<file path="config.mk">
export PLATFORM = sky130hd
export DESIGN_NAME = pixel_sequencer
export DESIGN_NICKNAME = d
export VERILOG_FILES = /design/src/rtl/pathsy_pkg.sv /design/src/rtl/wrap_counter.sv /design/src/rtl/pixel_sequencer.sv
export SDC_FILE = /design/constraint.sdc
export NUM_CORES = 1
export LEC_CHECK = 0
export ABC_AREA = 1
export ABC_CLOCK_PERIOD_IN_PS = 1900
export CAP_MARGIN = 20
export CORE_ASPECT_RATIO = 0.8
export CORE_MARGIN = 1
export CORE_UTILIZATION = 25
export CTS_BUF_LIST = sky130_fd_sc_hd__clkbuf_2
export DETAILED_ROUTE_END_ITERATION = 7
export GPL_ROUTABILITY_DRIVEN = 1
export PLACE_DENSITY_LB_ADDON = 0.3
export SYNTH_ARGS = -nofsm -noshare
export SYNTH_HDL_FRONTEND = slang
export SYNTH_SLANG_ARGS = --single-unit
export TNS_END_PERCENT = 20
</file>
<file path="constraint.sdc">
create_clock -name clk -period 1.9 [get_ports clk]
set_clock_uncertainty 0.2 [all_clocks]
set_input_delay 0.285 -clock clk [delete_from_list [all_inputs] [get_ports clk]]
set_output_delay 0.285 -clock clk [all_outputs]
set_load 0.01 [all_outputs]
</file>
<file path="src/rtl/pathsy_pkg.sv">
// rtl/pathsy_pkg.sv - shared types, field widths and frame defaults for the ray pipeline front end
package pathsy_pkg;

   localparam int PX_WIDTH  = 10;
   localparam int PY_WIDTH  = 9;
   localparam int RPP_WIDTH = 4;

   localparam int IMG_W_DEF = 640;
   localparam int IMG_H_DEF = 480;

   typedef enum logic [1:0] {
      IDLE = 2'd0,
      RUN  = 2'd1,
      DONE = 2'd2
   } seq_state_t;

   typedef struct packed {
      logic [PX_WIDTH-1:0]  x;
      logic [PY_WIDTH-1:0]  y;
      logic [RPP_WIDTH-1:0] s;
      logic                 last_sample;
   } work_item_t;

endpackage

</file>
<file path="src/rtl/wrap_counter.sv">
// rtl/wrap_counter.sv - modulo-LIMIT counter; wrap flags the increment that returns it to zero
module wrap_counter #(
   parameter int LIMIT = 2,
   parameter int WIDTH = 4
) (
   input  logic             clk,
   input  logic             rst_n,
   input  logic             inc,
   input  logic             clr,
   output logic [WIDTH-1:0] value,
   output logic             wrap
);

   localparam logic [WIDTH-1:0] MAX_VAL = WIDTH'(LIMIT - 1);

   logic [WIDTH-1:0] value_q, value_d;

   // Combinational so the next stage of the chain advances in the same cycle
   assign wrap  = inc && (value_q == MAX_VAL);
   assign value = value_q;

   always_comb begin
      value_d = value_q;
      if (clr) begin
         value_d = '0;
      end else if (inc) begin
         value_d = wrap ? '0 : value_q + WIDTH'(1);
      end
   end

   always_ff @(posedge clk or negedge rst_n) begin
      if (!rst_n) begin
         value_q <= '0;
      end else begin
         value_q <= value_d;
      end
   end

endmodule

</file>
<file path="src/rtl/pixel_sequencer.sv">
// rtl/pixel_sequencer.sv - frame walker issuing (x, y, s) work items; PIXEL_SEQ_STALL_CNT_EN adds stall_cnt
module pixel_sequencer
   import pathsy_pkg::*;
#(
   parameter int IMG_W = IMG_W_DEF,
   parameter int IMG_H = IMG_H_DEF,
   parameter int SPP   = 4
) (
   input  logic                 clk,
   input  logic                 rst_n,
   input  logic                 start,
   input  logic                 ready,
   output logic                 op_vld,
   output logic [PX_WIDTH-1:0]  x,
   output logic [PY_WIDTH-1:0]  y,
   output logic [RPP_WIDTH-1:0] s,
   output logic                 last_sample,
   output logic                 busy,
`ifdef PIXEL_SEQ_STALL_CNT_EN
   output logic [31:0]          stall_cnt,
`endif
   output logic                 frame_done
);

   localparam logic [RPP_WIDTH-1:0] S_PENULT = RPP_WIDTH'((SPP > 1) ? SPP - 2 : 0);

   seq_state_t           state_q, state_d;
   logic                 last_q, last_d;
   logic                 launch, accept;
   logic                 s_wrap, x_wrap, y_wrap;
   logic [PX_WIDTH-1:0]  x_val;
   logic [PY_WIDTH-1:0]  y_val;
   logic [RPP_WIDTH-1:0] s_val;
   work_item_t           item;

   assign launch = (state_q == IDLE) && start;
   assign accept = (state_q == RUN) && ready;

   wrap_counter #(.LIMIT(SPP), .WIDTH(RPP_WIDTH)) u_s_cnt (
      .clk(clk), .rst_n(rst_n), .inc(accept), .clr(launch), .value(s_val), .wrap(s_wrap)
   );
   wrap_counter #(.LIMIT(IMG_W), .WIDTH(PX_WIDTH)) u_x_cnt (
      .clk(clk), .rst_n(rst_n), .inc(s_wrap), .clr(launch), .value(x_val), .wrap(x_wrap)
   );
   wrap_counter #(.LIMIT(IMG_H), .WIDTH(PY_WIDTH)) u_y_cnt (
      .clk(clk), .rst_n(rst_n), .inc(x_wrap), .clr(launch), .value(y_val), .wrap(y_wrap)
   );

   // last_sample tracks the value s will hold after this cycle
   always_comb begin
      last_d = last_q;
      if (launch) begin
         last_d = (SPP == 1);
      end else if (accept) begin
         last_d = (SPP == 1) || (!s_wrap && (s_val == S_PENULT));
      end
   end

   always_comb begin
      state_d = state_q;
      unique case (state_q)
         IDLE:    if (start) state_d = RUN;
         RUN:     if (accept && y_wrap) state_d = DONE;
         DONE:    state_d = IDLE;
         default: state_d = IDLE;
      endcase
   end

   always_ff @(posedge clk or negedge rst_n) begin
      if (!rst_n) begin
         state_q <= IDLE;
         last_q  <= 1'b0;
      end else begin
         state_q <= state_d;
         last_q  <= last_d;
      end
   end

   assign item = '{x: x_val, y: y_val, s: s_val, last_sample: last_q};

   assign op_vld      = (state_q == RUN);
   assign busy        = (state_q != IDLE);
   assign frame_done  = (state_q == DONE);
   assign x           = item.x;
   assign y           = item.y;
   assign s           = item.s;
   assign last_sample = item.last_sample;

`ifdef PIXEL_SEQ_STALL_CNT_EN
   logic [31:0] stall_q, stall_d;

   always_comb begin
      stall_d = stall_q;
      if (launch) begin
         stall_d = '0;
      end else if ((state_q == RUN) && !ready && (stall_q != '1)) begin
         stall_d = stall_q + 32'd1;
      end
   end

   always_ff @(posedge clk or negedge rst_n) begin
      if (!rst_n) begin
         stall_q <= '0;
      end else begin
         stall_q <= stall_d;
      end
   end

   assign stall_cnt = stall_q;
`endif

endmodule

</file>
==> run_results.csv <==
group,metric,value,unit
floorplan,core_area,6006,sq um
critical_path,cp_max_fo,9,
synth,synth_seq_cells,26,
grt,grt_usage,0.1275,
pwr,leakagePower,1.215,nW
critical_path,worst_setup_path_start_kind,"flip-flop",
critical_path,cpMaxStageDelayCell,"dfrtp_1",
cts,ctsHoldBuffers,0,
cts,clk_pin_slew,250,ps
placed_design,dp.final_hpwl,2981,microns
floorplan,dieArea,6640,sq um
critical_path,worstPathCellList,"ha_1 > inv_1 > nor2_2 > nand3_2 > nor4_1",
detailed_routing,drcViolationCount,0,
cts,cts_buffers,3,
status,outcome,"finished, final reports clean",
synth,synth_cells,217,
timing,drv_slew,0,
synth,yosys.area.top_type,"dfrtp_1",
pwr,ir_drop,239.3,uV
cts,root_buffer,"clkbuf_2",
floorplan,die_y,73.09,microns
pwr,cellPowerDensity,719.1,nW/um^2
detailed_routing,viasPerCell,4.506,
floorplan,start_util,0.2629,
detailed_routing,final_antenna_net_count,0,
synth,yosysWarnings,0,
cts,clk_path_buf_depth,2,
critical_path,cp.arrival,1870,ps
placed_design,portBuffers,30,
cells_and_area,diodes,0,
flow_run,cap_viol_max_count,0,
floorplan,num_rows,25,
floorplan,io_pins,31,
floorplan,dieWidth,90.86,microns
critical_path,cp.required,1960,ps
cts,ctsHtreeMaxLevel,1,
synth,seq_area_frac_synth,0.4120,
detailed_routing,dr.pass1.iters,4,
detailed_routing,dr_total_vias,1550,
grt,grt_max_degree,27,
critical_path,worst-r2r-setup-slack,90,ps
critical_path,r2r-start,"u_y_cnt.value[0]",
timing,slew_headroom,0.7692,
synth,synth.distinct_cells,26,
synth,yosys-top-cells-area,"dfrtp_1 (41%), nand2_1 (16%), inv_1 (6.7%), nand3_1 (5.7%), nand4_1 (4.8%)",
placed_design,placed_area,2058,sq um
synth,yosys.area.top_type_share,0.4120,
cells_and_area,areaGrowthSynthToFinish,35.74,%
synth,synth.avg_cell_area,7.277,sq um
timing,grt_setup_unrepaired,"true",
grt,grt-ovfl-total,0,
timing,post-route-period-util,0.9502,
cts,tritoncts,"done",
cts,clock_latency,350,ps
detailed_routing,drt_iter0_markers,113,
critical_path,slowest_delay,470,ps
synth,syn-num-nets,225,
cells_and_area,nets,272,
critical_path,worstSetupPathType,"reg2reg",
grt,grt_pass1_wl,6748,microns
timing,fmax,0.5539,GHz
critical_path,r2r_cells,5,
timing,finalHoldViolCount,0,
pwr,power.total,1.541,mW
cells_and_area,drive_above_1_share,0.1749,
placed_design,place_ws,-33.99,ps
timing,finalSetupViolCount,0,
worst_hold_path,min_path_type,"in2async",
timing,fin_setup_tns,0,ps
timing,tightest_slew,345.8,ps
timing,period_needed,1805,ps
detailed_routing,post_drt_wl_per_cell,11.87,microns
placed_design,gp_congestion,0.8198,
critical_path,r2r-end,"state_q[1]",
critical_path,startpoint,"u_y_cnt.value[0]",
cells_and_area,stdcell_area,2143,sq um
critical_path,cp-end-kind,"flip-flop",
grt,antenna_found_initial,0,
timing,setup_ws,94.64,ps
grt,grt_pass1_vias,1409,
cts,clock_sinks,26,
detailed_routing,wl,4083,microns
synth,netlist_area,1579,sq um
critical_path,crit_end,"state_q[1]",
kinds of logic after synthesis:
kind of cell	after synthesis	share of synthesized area
buf+inv	37	0.09746
flops	26	0.4120
simple gates	131	0.3883
fa+ha+maj	4	0.03170
xor+xnor	4	0.02218
compound gates	15	0.04833
per-layer routing:
metal | vias to the layer above | GRT usage | share of wire
met4 | 0 | 0.02469 | 0.0051
met3 | 2 | 0.03125 | 0.039
met1 | 734 | 0.1897 | 0.53
li1 | 786 | - | -
met5 | - | 0 | 0
met2 | 28 | 0.1869 | 0.42
critical path: cells and delay by family (launching register included):
kind | cells | cell delay [ps]
AND/OR/NAND/NOR | 3 | 740
flip-flops | 1 | 470
adder cells (fa/ha/maj) | 1 | 250
buffers and inverters | 1 | 70
state kept, by name, summed over array words and instances (netlist names):
signal / flops
u_y_cnt.value: 9
u_s_cnt.value: 4
last_sample: 1
state_q: 2
u_x_cnt.value: 10
cells in the final DEF (no fill, tap or decap), drive strengths merged:
cell type / instances
nand2: 67
inv: 33
dfrtp: 26
nor2: 22
nand3: 21
buf: 16
dlygate4sd2: 15
nand4: 12
o21ai: 11
dlymetal6s2s: 8
clkdlybuf4s50: 6
nor3: 5
xor2: 4
ha: 4
a21oi: 3
clkbuf: 3
or2: 2
nand3b: 1
nor4: 1
o22ai: 1
clkinv: 1
clkdlybuf4s15: 1
power breakdown:
part | switching (mW) | internal, mW | leakage [nW]
sequential | 0.101 | 0.645 | 0.340
combinational | 0.305 | 0.276 | 0.862
clock | 0.168 | 0.0457 | 0.0140
total | 0.575 | 0.967 | 1.22
Yosys cell counts (all sizes together):
library cell and instances:
buf 3, xor2 4, nand3 21, nand4 12, or2 2, clkbuf 1
ha 4, nor3 5, nand3b 1, a21oi 3, nand2 67, inv 33
nor2 22, nor4 1, dfrtp 26, o22ai 1, o21ai 11
worst min path at each step:
stage | end | slack (ps) | cells after the start
after global routing | u_y_cnt.value[7] | 40 | 2
final | u_y_cnt.value[4] | 60 | 2
after detailed placement | last_sample | 290 | 2
after CTS | u_x_cnt.value[2] | 50 | 2
after global placement | last_sample | 280 | 2
after floorplan | last_sample | -210 | 0
cell type report:
type,count,area [sq um]
timing repair buffer,46,446.7
tap,81,101.3
clock buffer,3,15.01
inverter,33,123.9
clock inverter,1,3.754
fill,661,3862
sequential,26,658.1
multi-input combinational,154,794.5
repair_timing:
item,CTS,global route
resized for setup,21,16
buffers inserted,1,4
cloned,0,0
pin swaps,0,1
endpoints found under the setup margin,19,29
per-stage QoR:
| stage | cells | util | hold slack [ps] |
|---|---|---|---|
| after detailed placement | 335 | 0.3427 | 286.9 |
| final | 344 | 0.3569 | 56.53 |
| after CTS | 340 | 0.3448 | 45.10 |
| after global routing | 344 | 0.3569 | 38.64 |
| after floorplan | 217 | - | -210.6 |
| after global placement | 335 | 0.3427 | 283.0 |
No activity file was read; power rests on OpenSTA's default activity.
